===== src/rtl/sevseg_capture.sv =====
// Receive-side monitor for a multiplexed seven-segment bus: settles, decodes and frames the scan.
// Optional macro SEVSEG_CAPTURE_DP_EN enables decimal-point capture on the dp output.
module sevseg_capture #(
  parameter int unsigned SETTLE_CYCLES  = 4,
  parameter int unsigned TIMEOUT_CYCLES = 1024
) (
  input  logic        clk,
  input  logic        rst_n,
  input  logic [3:0]  anode,
  input  logic [7:0]  sevseg,
  output logic [15:0] digits,
  output logic [5:0]  num,
  output logic [3:0]  dp,
  output logic        valid,
  output logic        frame_done,
  output logic        err
);

  localparam int unsigned SW = $clog2(SETTLE_CYCLES + 1);
  localparam int unsigned TW = $clog2(TIMEOUT_CYCLES + 1);
`ifdef SEVSEG_CAPTURE_DP_EN
  localparam int unsigned SEGW = 8;
`else
  localparam int unsigned SEGW = 7;
`endif

  logic [3:0]      r_an_s1, r_an_s2;
  logic [SEGW-1:0] r_seg_s1, r_seg_s2;
  logic [SW-1:0]   r_settle;
  logic [3:0]      r_mask;
  logic            r_bad;
  logic [15:0]     r_shadow;
  logic [15:0]     r_digits;
  logic [5:0]      r_num;
  logic            r_valid;
  logic            r_fd;
  logic            r_err;
  logic [TW-1:0]   r_to_cnt;

  logic            w_same;
  logic            w_capture;
  logic [2:0]      w_nlow;
  logic [1:0]      w_slot;
  logic            w_single;
  logic            w_multi;
  logic [3:0]      w_nib;
  logic            w_seg_bad;
  logic            w_frame_full;
  logic [3:0]      w_mask_base;
  logic            w_bad_base;
  logic [3:0]      w_v0, w_v1;
  logic [6:0]      w_sum;
  logic            w_ovf;

  always_ff @(posedge clk or negedge rst_n) begin
    if (!rst_n) begin
      r_an_s1  <= '1;
      r_an_s2  <= '1;
      r_seg_s1 <= '1;
      r_seg_s2 <= '1;
    end else begin
      r_an_s1  <= anode;
      r_an_s2  <= r_an_s1;
      r_seg_s1 <= sevseg[SEGW-1:0];
      r_seg_s2 <= r_seg_s1;
    end
  end

  // s1 is next cycle's s2, so comparing them resets the counter on the same edge s2 changes
  assign w_same    = ({r_an_s1, r_seg_s1} == {r_an_s2, r_seg_s2});
  assign w_capture = w_same && (r_settle == SW'(SETTLE_CYCLES - 1));

  always_ff @(posedge clk or negedge rst_n) begin
    if (!rst_n) begin
      r_settle <= '0;
    end else if (!w_same) begin
      r_settle <= '0;
    end else if (r_settle != SW'(SETTLE_CYCLES)) begin
      r_settle <= r_settle + SW'(1);
    end
  end

  always_comb begin
    w_nlow = '0;
    w_slot = '0;
    for (int unsigned i = 0; i < 4; i++) begin
      if (!r_an_s2[i]) begin
        w_nlow = w_nlow + 3'd1;
        w_slot = 2'(i);
      end
    end
  end

  assign w_single = (w_nlow == 3'd1);
  assign w_multi  = (w_nlow > 3'd1);

  always_comb begin
    w_seg_bad = 1'b0;
    case (r_seg_s2[6:0])
      7'h40:   w_nib = 4'd0;
      7'h79:   w_nib = 4'd1;
      7'h24:   w_nib = 4'd2;
      7'h30:   w_nib = 4'd3;
      7'h19:   w_nib = 4'd4;
      7'h12:   w_nib = 4'd5;
      7'h02:   w_nib = 4'd6;
      7'h78:   w_nib = 4'd7;
      7'h00:   w_nib = 4'd8;
      7'h10:   w_nib = 4'd9;
      7'h7F:   w_nib = 4'hF;
      default: begin
        w_nib     = 4'hF;
        w_seg_bad = 1'b1;
      end
    endcase
  end

  // A capture coinciding with frame completion starts the next frame from an empty mask
  assign w_frame_full = (r_mask == 4'hF);
  assign w_mask_base  = w_frame_full ? 4'h0 : r_mask;
  assign w_bad_base   = w_frame_full ? 1'b0 : r_bad;

  always_ff @(posedge clk or negedge rst_n) begin
    if (!rst_n) begin
      r_mask   <= '0;
      r_bad    <= 1'b0;
      r_shadow <= '1;
    end else begin
      r_mask <= w_mask_base;
      r_bad  <= w_bad_base;
      if (w_capture && w_multi) begin
        r_bad <= 1'b1;
      end else if (w_capture && w_single) begin
        r_shadow[{w_slot, 2'b00} +: 4] <= w_nib;
        r_mask <= w_mask_base | (4'b0001 << w_slot);
        r_bad  <= w_bad_base | w_seg_bad;
      end
    end
  end

  assign w_v0  = (r_shadow[3:0] == 4'hF) ? 4'd0 : r_shadow[3:0];
  assign w_v1  = (r_shadow[7:4] == 4'hF) ? 4'd0 : r_shadow[7:4];
  assign w_sum = 7'(w_v1) * 7'd10 + 7'(w_v0);
  assign w_ovf = (w_sum > 7'd63);

  always_ff @(posedge clk or negedge rst_n) begin
    if (!rst_n) begin
      r_digits <= '1;
      r_num    <= '0;
      r_valid  <= 1'b0;
      r_fd     <= 1'b0;
      r_err    <= 1'b0;
      r_to_cnt <= '0;
    end else if (w_frame_full) begin
      r_digits <= r_shadow;
      r_num    <= w_ovf ? 6'd63 : w_sum[5:0];
      r_err    <= r_bad | w_ovf;
      r_fd     <= 1'b1;
      r_valid  <= 1'b1;
      r_to_cnt <= '0;
    end else begin
      r_fd <= 1'b0;
      if (r_to_cnt != TW'(TIMEOUT_CYCLES)) begin
        r_to_cnt <= r_to_cnt + TW'(1);
      end
      if (r_to_cnt == TW'(TIMEOUT_CYCLES - 1)) begin
        r_valid <= 1'b0;
      end
    end
  end

`ifdef SEVSEG_CAPTURE_DP_EN
  logic [3:0] r_shdp;
  logic [3:0] r_dp;

  always_ff @(posedge clk or negedge rst_n) begin
    if (!rst_n) begin
      r_shdp <= '0;
      r_dp   <= '0;
    end else begin
      if (w_capture && w_single) begin
        r_shdp[w_slot] <= ~r_seg_s2[7];
      end
      if (w_frame_full) begin
        r_dp <= r_shdp;
      end
    end
  end

  assign dp = r_dp;
`else
  logic w_unused_dp;
  assign w_unused_dp = sevseg[7];
  assign dp          = '0;
`endif

  assign digits     = r_digits;
  assign num        = r_num;
  assign valid      = r_valid;
  assign frame_done = r_fd;
  assign err        = r_err;

endmodule


===== config.mk =====
export PLATFORM = sky130hd
export DESIGN_NAME = sevseg_capture
export DESIGN_NICKNAME = d
export VERILOG_FILES = /design/src/rtl/sevseg_capture.sv
export SDC_FILE = /design/constraint.sdc
export NUM_CORES = 1
export LEC_CHECK = 0
export BUFFER_PORTS_ARGS = -buffer_cell sky130_fd_sc_hd__clkbuf_2
export CORE_ASPECT_RATIO = 0.6
export CORE_UTILIZATION = 35
export DETAILED_ROUTE_END_ITERATION = 6
export PLACE_DENSITY_LB_ADDON = 0.12
export SYNTH_ARGS = -nofsm -noshare
export SYNTH_HDL_FRONTEND = slang
export SYNTH_SLANG_ARGS = --single-unit
export TNS_END_PERCENT = 10

===== constraint.sdc =====
create_clock -name clk -period 6.3 [get_ports clk]
set_clock_uncertainty 0.2 [all_clocks]
set_input_delay 0.945 -clock clk [delete_from_list [all_inputs] [get_ports clk]]
set_output_delay 0.945 -clock clk [all_outputs]
set_load 0.1 [all_outputs]

==> flow_summary_export.csv <==
group,metric,value,unit
outcome,status,"finished, final reports clean",
worst_setup_path,end_kind,"flip-flop",
power,ir_worst_vdd,0.000143,V
cells_and_area,multiInputGateArea,1960,sq um
global_route,grt_pass1_vias,2729,
worst_setup_path,reg2reg_depth,8,
cts,root_buffer,"clkbuf_16",
routing,drc_errors,0,
cells_and_area,syn_to_final_growth,14.4,%
floorplanning,fp.dieArea,12600,sq um
synthesis,ys_seq_area_share,49.8,%
cells_and_area,fin_util,42.1,%
placement,portBuffers,37,
worst_setup_path,arrival,3160,ps
cts,post_cts_buffers,0,
cells_and_area,seqCellArea,2120,sq um
global_route,grt_util_all_layers,15.4,%
sta,whs,167,ps
floorplanning,die_w,144,um
cts,clkTransAtPathRegs,60,ps
power,fin_total_pwr,0.00118,W
global_route,grt_max_degree,67,
worst_setup_path,cp.required,6370,ps
synthesis,synthDistinctLibCells,62,
floorplanning,initial_utilization,36.8,%
sta,rsz0062_at_grt,"false",
floorplanning,die_h,87.4,um
floorplanning,rows,30,
hold_path,hold_path_depth,0,
synthesis,postSynthAreaPerCell,10.9,sq um
cts,cts_buffers,9,
global_route,grt_pass1_wl,14600,um
synthesis,synthFlopType,"dfstp_2",
cts,clk_latency,340,ps
global_route,antenna_found_initial,0,
run,max-cap-violations,0,
cells_and_area,antenna_cells,0,
routing,drt-total-wl,8530,um
cts,clock-sinks,82,
placement,gp_congestion,0.824,
worst_setup_path,crit_fanout,10,
floorplanning,core,11600,sq um
power,p_leak,2.19,nW
sta,finalHoldViolCount,0,
placement,place_hpwl,5950,um
worst_setup_path,crit_type,"flip-flop to flip-flop",
cells_and_area,fillers,1142,
synthesis,synth_top_area_share,33.3,%
synthesis,yosysWarnings,0,
cells_and_area,drive_gt1_share,29.9,%
cells_and_area,layout.nets,459,
sta,slew_violations,0,
floorplanning,io_pins,43,
cts,ctsHoldBuffers,0,
synthesis,synth_area_leaders,"dfstp_2 33%, dfrtp_1 16%, ha_1 6.2%",
hold_path,hold_path.class,"flip-flop to flip-flop",
cts,ctsLongestPathBuffers,2,
power,p_per_area,241,nW/um^2
routing,vias,2793,
routing,drtPass1Iterations,5,
sta,finalSetupViolations,0,
sta,tns,0,ps
sta,clock.fmax,0.324,GHz
synthesis,synthArstFlopShare,100,%
routing,drt-initial-drc-count,119,
cts,h-tree-depth,3,
sta,finalCritPeriodShare,49.0,%
sta,post-route-min-period,3080,ps
routing,antenna_left,0,
sta,relSlewSlack,43.8,%
cts,cts_tree,"done",
synthesis,yosys.area.top_type,"dfstp_2",
synthesis,syn_inst,389,
cts,ctsResizeCount,0,
synthesis,ys_ff_latch,82,
global_route,grt_overflow,0,
synthesis,synth_edf_count,0,
worst_setup_path,crit_path_start_kind,"flip-flop",
routing,via_per_inst,4.75,
sta,worst_pin_slew,843,ps
routing,wire_per_inst,14.5,um
synthesis,netlist_area,4260,sq um
==> power by group <==
| group | leakage, nW | internal (W) | switching [W] |
|---|---|---|---|
| registers | 0.938 | 0.000541 | 0.0000113 |
| logic | 1.11 | 0.0000270 | 0.0000540 |
| clock network | 0.145 | 0.000314 | 0.000229 |
| total | 2.19 | 0.000882 | 0.000294 |
==> kinds of logic (layout without fill, tap and decap cells) <==
kind of cell             after synthesis  count (layout)  share of synthesized area, %
adder cells (fa/ha/maj)               22              22                          6.64
other                                  1               4                        0.0880
buffers and inverters                 41              77                          4.58
AO/OA/AOI/OAI                         56              56                          8.78
AND/OR/NAND/NOR                      138             138                          18.8
flip-flops                            82              82                          49.8
XOR/XNOR                              31              31                          6.55
multiplexers                          18              18                          4.79
==> worst paths after layout <==
| path | slack (ps) | to | start |
|---|---|---|---|
| worst max-delay path | 3220 | num[4]$_DFFE_PN0P_ | r_shadow[5]$_DFFE_PN1P_ |
| worst max register to register | 3220 | num[4]$_DFFE_PN0P_ | r_shadow[5]$_DFFE_PN1P_ |
| max in group asynchronous | 4550 | num[0]$_DFFE_PN0P_ | rst_n |
| worst min register to register | 170 | r_seg_s2[4]$_DFF_PN1_ | r_seg_s1[4]$_DFF_PN1_ |
| min in group asynchronous | 260 | r_to_cnt[8]$_DFFE_PN0P_ | rst_n |
| worst min-delay path | 170 | r_seg_s2[4]$_DFF_PN1_ | r_seg_s1[4]$_DFF_PN1_ |
==> synthesized netlist by cell type (2+ instances only) <==
cell type and count:
and3_1 4, ha_1 21, clkbuf_1 5, a21oi_1 15, xor2_1 21, nand3_1 12, buf_2 6, a31oi_1 5
nor2_1 30, dfrtp_1 28, nor2b_1 2, buf_4 5, mux2_2 4, nor4_1 2, xnor2_1 9, nor4_4 2
nor3_1 2, nand4b_1 2, o22a_1 6, and4b_1 2, buf_6 2, and2_1 3, buf_1 2, dfstp_2 54
mux2_1 12, nor4b_1 2, a22o_1 4, or3_1 3, nand4_1 3, nand3b_1 3, o21ai_0 12, nand4bb_4 4
inv_1 21, nand2_1 53
==> critical path, stage by stage, from the launching register on <==
cell and delay, ps:
dfstp_2 630, a31oi_1 180, ha_1 240, ha_1 190
fa_1 550, nand3_1 80, o22ai_1 230, mux2i_2 480
o32a_1 240
==> metrics by stage <==
stage	instances	cell area, sq um	setup WS [ps]
6_report	588	4870	3220
2_1_floorplan	392	4270	3420
5_1_grt	588	4870	3020
3_5_place_dp	572	4560	3220
4_1_cts	588	4870	3190
3_3_place_gp	572	4560	3250
==> metal layers <==
metal / global-route usage, % / vias to the layer above / routed length [um]
met1: 24.7 / 1328 / 5010
met5: 0 / - / 0
li1: - / 1396 / -
met3: 3.35 / 7 / 328
met2: 19.3 / 62 / 3120
met4: 6.22 / 0 / 76
==> registers in the layout (all words and copies together), names as in the netlist <==
register and cells:
r_seg_s1 7, r_to_cnt 11, frame_done 1, err 1
r_seg_s2 7, valid 1, digits 16, r_settle 3
r_bad 1, r_an_s2 4, r_an_s1 4, num 6
r_mask 4, r_shadow 16
==> cells in the final DEF (no fill, tap or decap), types with 15 or more instances in the layout <==
| cell type | netlist | routed |
|---|---|---|
| dfstp_2 | 54 | 54 |
| nor2_1 | 30 | 30 |
| ha_1 | 21 | 21 |
| a21oi_1 | 15 | 15 |
| inv_1 | 21 | 21 |
| xor2_1 | 21 | 21 |
| nand2_1 | 53 | 53 |
| clkbuf_2 | 0 | 36 |
| dfrtp_1 | 28 | 28 |
==> cell type report <==
class / count / share of cell area, %
Multi-Input combinational cell: 269 / 40.1
Tap cell: 160 / 4.11
Timing Repair Buffer: 40 / 4.31
Clock inverter: 7 / 1.69
Clock buffer: 9 / 4.62
Inverter: 21 / 1.62
Sequential cell: 82 / 43.5
(Power assumes the default switching activity.)
